$ cat src/rtl/dbus_mailbox.sv
// Data-port register window with a word FIFO mailbox.
// Word stores to DATA are queued and drained over a valid/ready stream.
module dbus_mailbox #(
  parameter logic [31:0] BASE_ADDR = 32'h0000_4000,
  parameter int          DEPTH     = 8
) (
  input  logic        CLK,
  input  logic        RESET_N,
  input  logic        DREQ,
  input  logic [31:0] DADDR,
  input  logic        DRW,
  input  logic [1:0]  DSIZE,
  input  logic [31:0] DOUT,
  output logic [31:0] DIN,
  output logic        MB_VALID,
  output logic [31:0] MB_DATA,
  input  logic        MB_READY
);

  localparam int AW = $clog2(DEPTH);
  localparam int CW = AW + 1;

  typedef enum logic [1:0] {
    R_DATA, R_STATUS, R_SCR, R_CTRL
  } reg_e;

  logic [31:0]   mem_q [DEPTH];
  logic [AW-1:0] wr_q, wr_d, rd_q, rd_d;
  logic [CW-1:0] cnt_q, cnt_d;
  logic          ovf_q, ovf_d;
  logic          err_q, err_d;
  logic [7:0]    drop_q, drop_d;
  logic [31:0]   scr_q, scr_d;
  logic [31:0]   din_q, din_d;

  logic        hit, empty, full;
  logic        push, push_ok, pop, drop;
  logic        ctrl_wr, flush, clr, err_set;
  logic [3:0]  be;
  logic [31:0] status, rdata;
  reg_e        sel;

  assign hit   = DREQ && (DADDR[31:4] == BASE_ADDR[31:4]);
  assign sel   = reg_e'(DADDR[3:2]);
  assign empty = (cnt_q == '0);
  assign full  = (cnt_q == CW'(DEPTH));

  always_comb begin
    be = 4'h0;
    case ({DSIZE, DADDR[1:0]})
      4'b00_00: be = 4'h1;
      4'b00_01: be = 4'h2;
      4'b00_10: be = 4'h4;
      4'b00_11: be = 4'h8;
      4'b01_00: be = 4'h3;
      4'b01_10: be = 4'hC;
      4'b10_00: be = 4'hF;
      default:  be = 4'h0;
    endcase
  end

  assign push    = hit && DRW && (sel == R_DATA) && (be == 4'hF);
  assign pop     = !empty && MB_READY;
  // A full FIFO still accepts a push when the head leaves on the same edge.
  assign push_ok = push && (!full || pop);
  assign drop    = push && full && !pop;
  assign ctrl_wr = hit && DRW && (sel == R_CTRL)
                && ((be == 4'hF) || (be == 4'h1));
  assign flush   = ctrl_wr && DOUT[0];
  assign clr     = ctrl_wr && DOUT[1];
  assign err_set = hit && ((be == 4'h0)
                || (DRW && (sel == R_DATA) && (be != 4'hF)));

  assign MB_VALID = !empty;
  assign MB_DATA  = empty ? 32'h0 : mem_q[rd_q];
  assign DIN      = din_q;

  assign status = {8'h0, drop_q, 4'h0, err_q, ovf_q,
                   full, empty, 8'(cnt_q)};

  always_comb begin
    rdata = 32'h0;
    case (sel)
      R_DATA:   rdata = MB_DATA;
      R_STATUS: rdata = status;
      R_SCR:    rdata = scr_q;
      default:  rdata = 32'h0;
    endcase
  end

  always_comb begin
    wr_d   = wr_q;
    rd_d   = rd_q;
    cnt_d  = cnt_q;
    ovf_d  = ovf_q;
    err_d  = err_q;
    drop_d = drop_q;
    scr_d  = scr_q;
    din_d  = din_q;
    if (flush) begin
      wr_d  = '0;
      rd_d  = '0;
      cnt_d = '0;
    end else begin
      if (push_ok) wr_d = wr_q + 1'b1;
      if (pop)     rd_d = rd_q + 1'b1;
      cnt_d = cnt_q + CW'(push_ok) - CW'(pop);
    end
    if (clr) begin
      ovf_d  = 1'b0;
      err_d  = 1'b0;
      drop_d = 8'h0;
    end
    if (drop) begin
      ovf_d = 1'b1;
      if (drop_q != 8'hFF) drop_d = drop_q + 8'h1;
    end
    if (err_set) err_d = 1'b1;
    if (hit && DRW && (sel == R_SCR)) begin
      for (int i = 0; i < 4; i++)
        if (be[i]) scr_d[8*i +: 8] = DOUT[8*i +: 8];
    end
    if (hit && !DRW) din_d = rdata;
  end

  always_ff @(posedge CLK or negedge RESET_N) begin
    if (!RESET_N) begin
      wr_q   <= '0;
      rd_q   <= '0;
      cnt_q  <= '0;
      ovf_q  <= 1'b0;
      err_q  <= 1'b0;
      drop_q <= 8'h0;
      scr_q  <= 32'h0;
      din_q  <= 32'h0;
    end else begin
      wr_q   <= wr_d;
      rd_q   <= rd_d;
      cnt_q  <= cnt_d;
      ovf_q  <= ovf_d;
      err_q  <= err_d;
      drop_q <= drop_d;
      scr_q  <= scr_d;
      din_q  <= din_d;
    end
  end

  always_ff @(posedge CLK) begin
    if (push_ok) mem_q[wr_q] <= DOUT;
  end

endmodule

$ cat config.mk
export PLATFORM = sky130hd
export DESIGN_NAME = dbus_mailbox
export DESIGN_NICKNAME = d
export VERILOG_FILES = /design/src/rtl/dbus_mailbox.sv
export SDC_FILE = /design/constraint.sdc
export NUM_CORES = 1
export LEC_CHECK = 0
export ABC_AREA = 1
export CORE_AREA = 5 5 174 260
export DETAILED_ROUTE_END_ITERATION = 10
export DIE_AREA = 0 0 179 265
export GPL_TIMING_DRIVEN = 0
export PLACE_DENSITY = 0.66
export REMOVE_ABC_BUFFERS = 1
export SETUP_SLACK_MARGIN = 0.1
export SLEW_MARGIN = 20
export SYNTH_ARGS = -nofsm -noshare
export SYNTH_HDL_FRONTEND = slang
export SYNTH_SLANG_ARGS = --single-unit
$ cat constraint.sdc
create_clock -name CLK -period 2.94 [get_ports CLK]
set_clock_uncertainty 0.1 [all_clocks]
set_input_delay 0.882 -clock CLK [delete_from_list [all_inputs] [get_ports CLK]]
set_output_delay 0.882 -clock CLK [all_outputs]
set_load 0.03 [all_outputs]
==> flow_metrics.tcl <==
set metrics [dict create \
    status "finished, violations left" \
    violations "setup timing" \
    async_flop_share_pct 24.71 \
    finalSetupViolations 35 \
    intPower_mw 11.60 \
    relSlewSlack_pct 30.64 \
    grt_pass1_wl_microns 72540 \
    viasPerCell 5.365 \
    combPwrFrac_pct 48.0 \
    start_util_pct 34.64 \
    use_met1_pct 23.84 \
    antenna_found_initial 1 \
    grt-busiest-layer "met2" \
    finalHoldViolations 0 \
    clk_pin_slew_worst_paths_ns 0.07 \
    place.port_buffers 135 \
    synth_flop_cell "edfxtp_1" \
    final_nets 1751 \
    grt_overflow_total 0 \
    core_sq_um 42700 \
    avgRoutedWirePerCell_microns 21.84 \
    stdcell_area_sq_um 20360 \
    place_area_sq_um 17240 \
    place_congestion 0.8310 \
    placed_cells 2070 \
    grt_use_total_pct 19.97 \
    drt_pre_antenna_iters 6 \
    layout.cells.non_filler 2264 \
    fillers 3637 \
    syn2layout_area_growth_pct 37.63 \
    routed_wl_microns 49440 \
    postLayoutCoreUtil_pct 47.67 \
    critPathKind "flip-flop to output port" \
    final_cell_mix "256 x edfxtp_1, 231 x nand2_1, 213 x nor2_1" \
    synthCells 1413 \
    synth_area_sq_um 14790 \
    grt_max_degree 50 \
    vias 12147 \
    fin_ws_ns -0.3452 \
    met2_usage_pct 35.00 \
    hold_buffers 0 \
    synth-edff-count 256 \
    max_slew.worst_pin.slew_ns 1.039 \
    fin_crit_sh_pct 111.7 \
    detail-route-antenna-nets 0 \
    ir_drop_mv 0.4729 \
    cts_tree "built" \
    ys_warn_count 0 \
    clockRootBuffer "clkbuf_16" \
    maxClockFrequency_mhz 304.4 \
    crit_arrival_ns 2.30 \
    cp-start-kind "flip-flop" \
    p_switching_mw 6.603 \
    cts.path.max_buffers 3 \
    syn_avg_cell_area_sq_um 10.47 \
    layout.cells.most_common "edfxtp_1" \
    finalCriticalPeriod_ns 3.285 \
    rsz0062_at_grt "yes" \
    power_frac_clock_pct 22.8 \
    hp-class "input pin to async pin" \
    use_met3_pct 3.024 \
    dr.first_iter.drc_count 1170 \
    maxSlewViolCount 0 \
    grt_pass1_vias 12325 \
    power_leakage_nw 8.148 \
    dp_hpwl_microns 26380 \
    die_area_sq_um 47440 \
    endpoint_kind "output port" \
    setup_tns_ns -7.924 \
    rows 93 \
    yosysSeqAreaShare_pct 66.18 \
    dp_worst_setup_slack_ns -1.589 \
    cts_max_level 1 \
    die_h_microns 265 \
    p_sw_share_pct 36.26 \
    drc 0 \
    path_max_fanout 7 \
    synth_seq_cells 340 \
    drv_cap 0 \
    ys_types 33 \
    clkSinkCount 340 \
    numCtsBuffers 29 \
    clk_latency_ns 0.57 \
    p_seq_share_pct 29.1 \
    cellPowerDensity_nw_per_um2 894.3 \
    die_w_microns 179 \
    boundaryPins 136 \
    drive_gt1_share_pct 20.85 \
    required_ns 1.96 \
]
kinds of logic after synthesis:
logic type               synth area share [%]
XOR/XNOR                               0.1184
adder cells (fa/ha/maj)                0.8121
flip-flops                              66.18
AND/OR/NAND/NOR                         18.77
AO/OA/AOI/OAI                           9.677
buffers and inverters                   4.441
power groups by stage:
stage          clock, mW  sequential (mW)  combinational, mW
2_1_floorplan          0             5.66               2.96
3_3_place_gp           0             5.94               4.53
3_5_place_dp           0             5.57               5.32
4_1_cts             4.18             5.30               7.98
5_1_grt             4.36             5.31               9.18
6_report            4.16             5.31               8.74
state kept, by name, indices dropped and copies added (netlist names):
name	cells
DIN	32
rd_q	3
wr_q	3
ovf_q	1
cnt_q	4
scr_q	32
mem_q	256
drop_q	8
err_q	1
routing by layer:
layer  wire [microns]  share of wire, %
met5                0                 0
met4             2683               5.4
met2            25120                51
met1            17390                35
met3             4239               8.6
worst paths after layout:
path | cells past startpoint | slack [ns] | startpoint | end
min in group CLK | 2 | 0.37 | scr_q[20] | scr_q[20]
max in group asynchronous | 2 | 1.97 | RESET_N | rd_q[1]
hold / removal | 1 | 0.12 | RESET_N | scr_q[23]
setup reg to reg | 21 | -0.11 | rd_q[0] | DIN[3]
setup / recovery | 8 | -0.35 | rd_q[0] | MB_DATA[3]
hold reg to reg | 2 | 0.37 | scr_q[20] | scr_q[20]
cells in the mapped netlist, types with 2 or more instances:
cell type	n	share of area (%)
o21ai_0	142	4.8
nor2_2	2	0.085
a21oi_1	38	1.3
o211ai_1	64	3.2
nor2_1	270	6.9
nand2_2	2	0.085
buf_1	9	0.23
nand4_2	2	0.17
dfrtp_1	84	14
nand3_1	63	2.1
buf_2	15	0.51
buf_4	9	0.46
inv_2	2	0.051
clkbuf_1	40	1.0
o21ai_1	2	0.068
edfxtp_1	256	52
nand3_2	2	0.14
inv_1	82	2.1
nand4_1	38	1.6
and3_1	33	1.4
nor2_4	2	0.15
nand2_1	234	5.9
nor3_1	5	0.17
ha_1	8	0.68
per-stage QoR:
stage          hold slack, ns  total power [mW]
4_1_cts                0.1343             17.46
5_1_grt                0.1502             18.85
3_3_place_gp           0.3543             10.47
2_1_floorplan          0.3422             8.619
6_report               0.1221             18.21
3_5_place_dp           0.3589             10.89
critical path, stage by stage (launching register included):
cell and delay, ns:
dfrtp_4 0.53, buf_12 0.18, clkinv_16 0.08, buf_16 0.15, nor2_4 0.04, o211ai_1 0.26, buf_4 0.16, and3_4 0.19
buf_6 0.13
final cells by class:
cell class,instances,area [sq um],area share (%)
Multi-Input combinational cell,915,4743,23.30
Clock buffer,34,764.5,3.755
Sequential cell,340,9802,48.15
Tap cell,570,713.2,3.503
Antenna cell,1,2.502,0.01229
Clock inverter,19,252.7,1.241
Timing Repair Buffer,297,3687,18.11
Timing Repair inverter,3,31.28,0.1536
Inverter,85,361.6,1.776
repair_timing:
item | 4_1_cts | 5_1_grt
setup endpoints to repair | 357 | 116
gates resized for setup | 343 | 106
setup buffers | 100 | 21
pin swaps | 46 | 68
cloned | 15 | 6
Power figures use the tool's default switching activity.
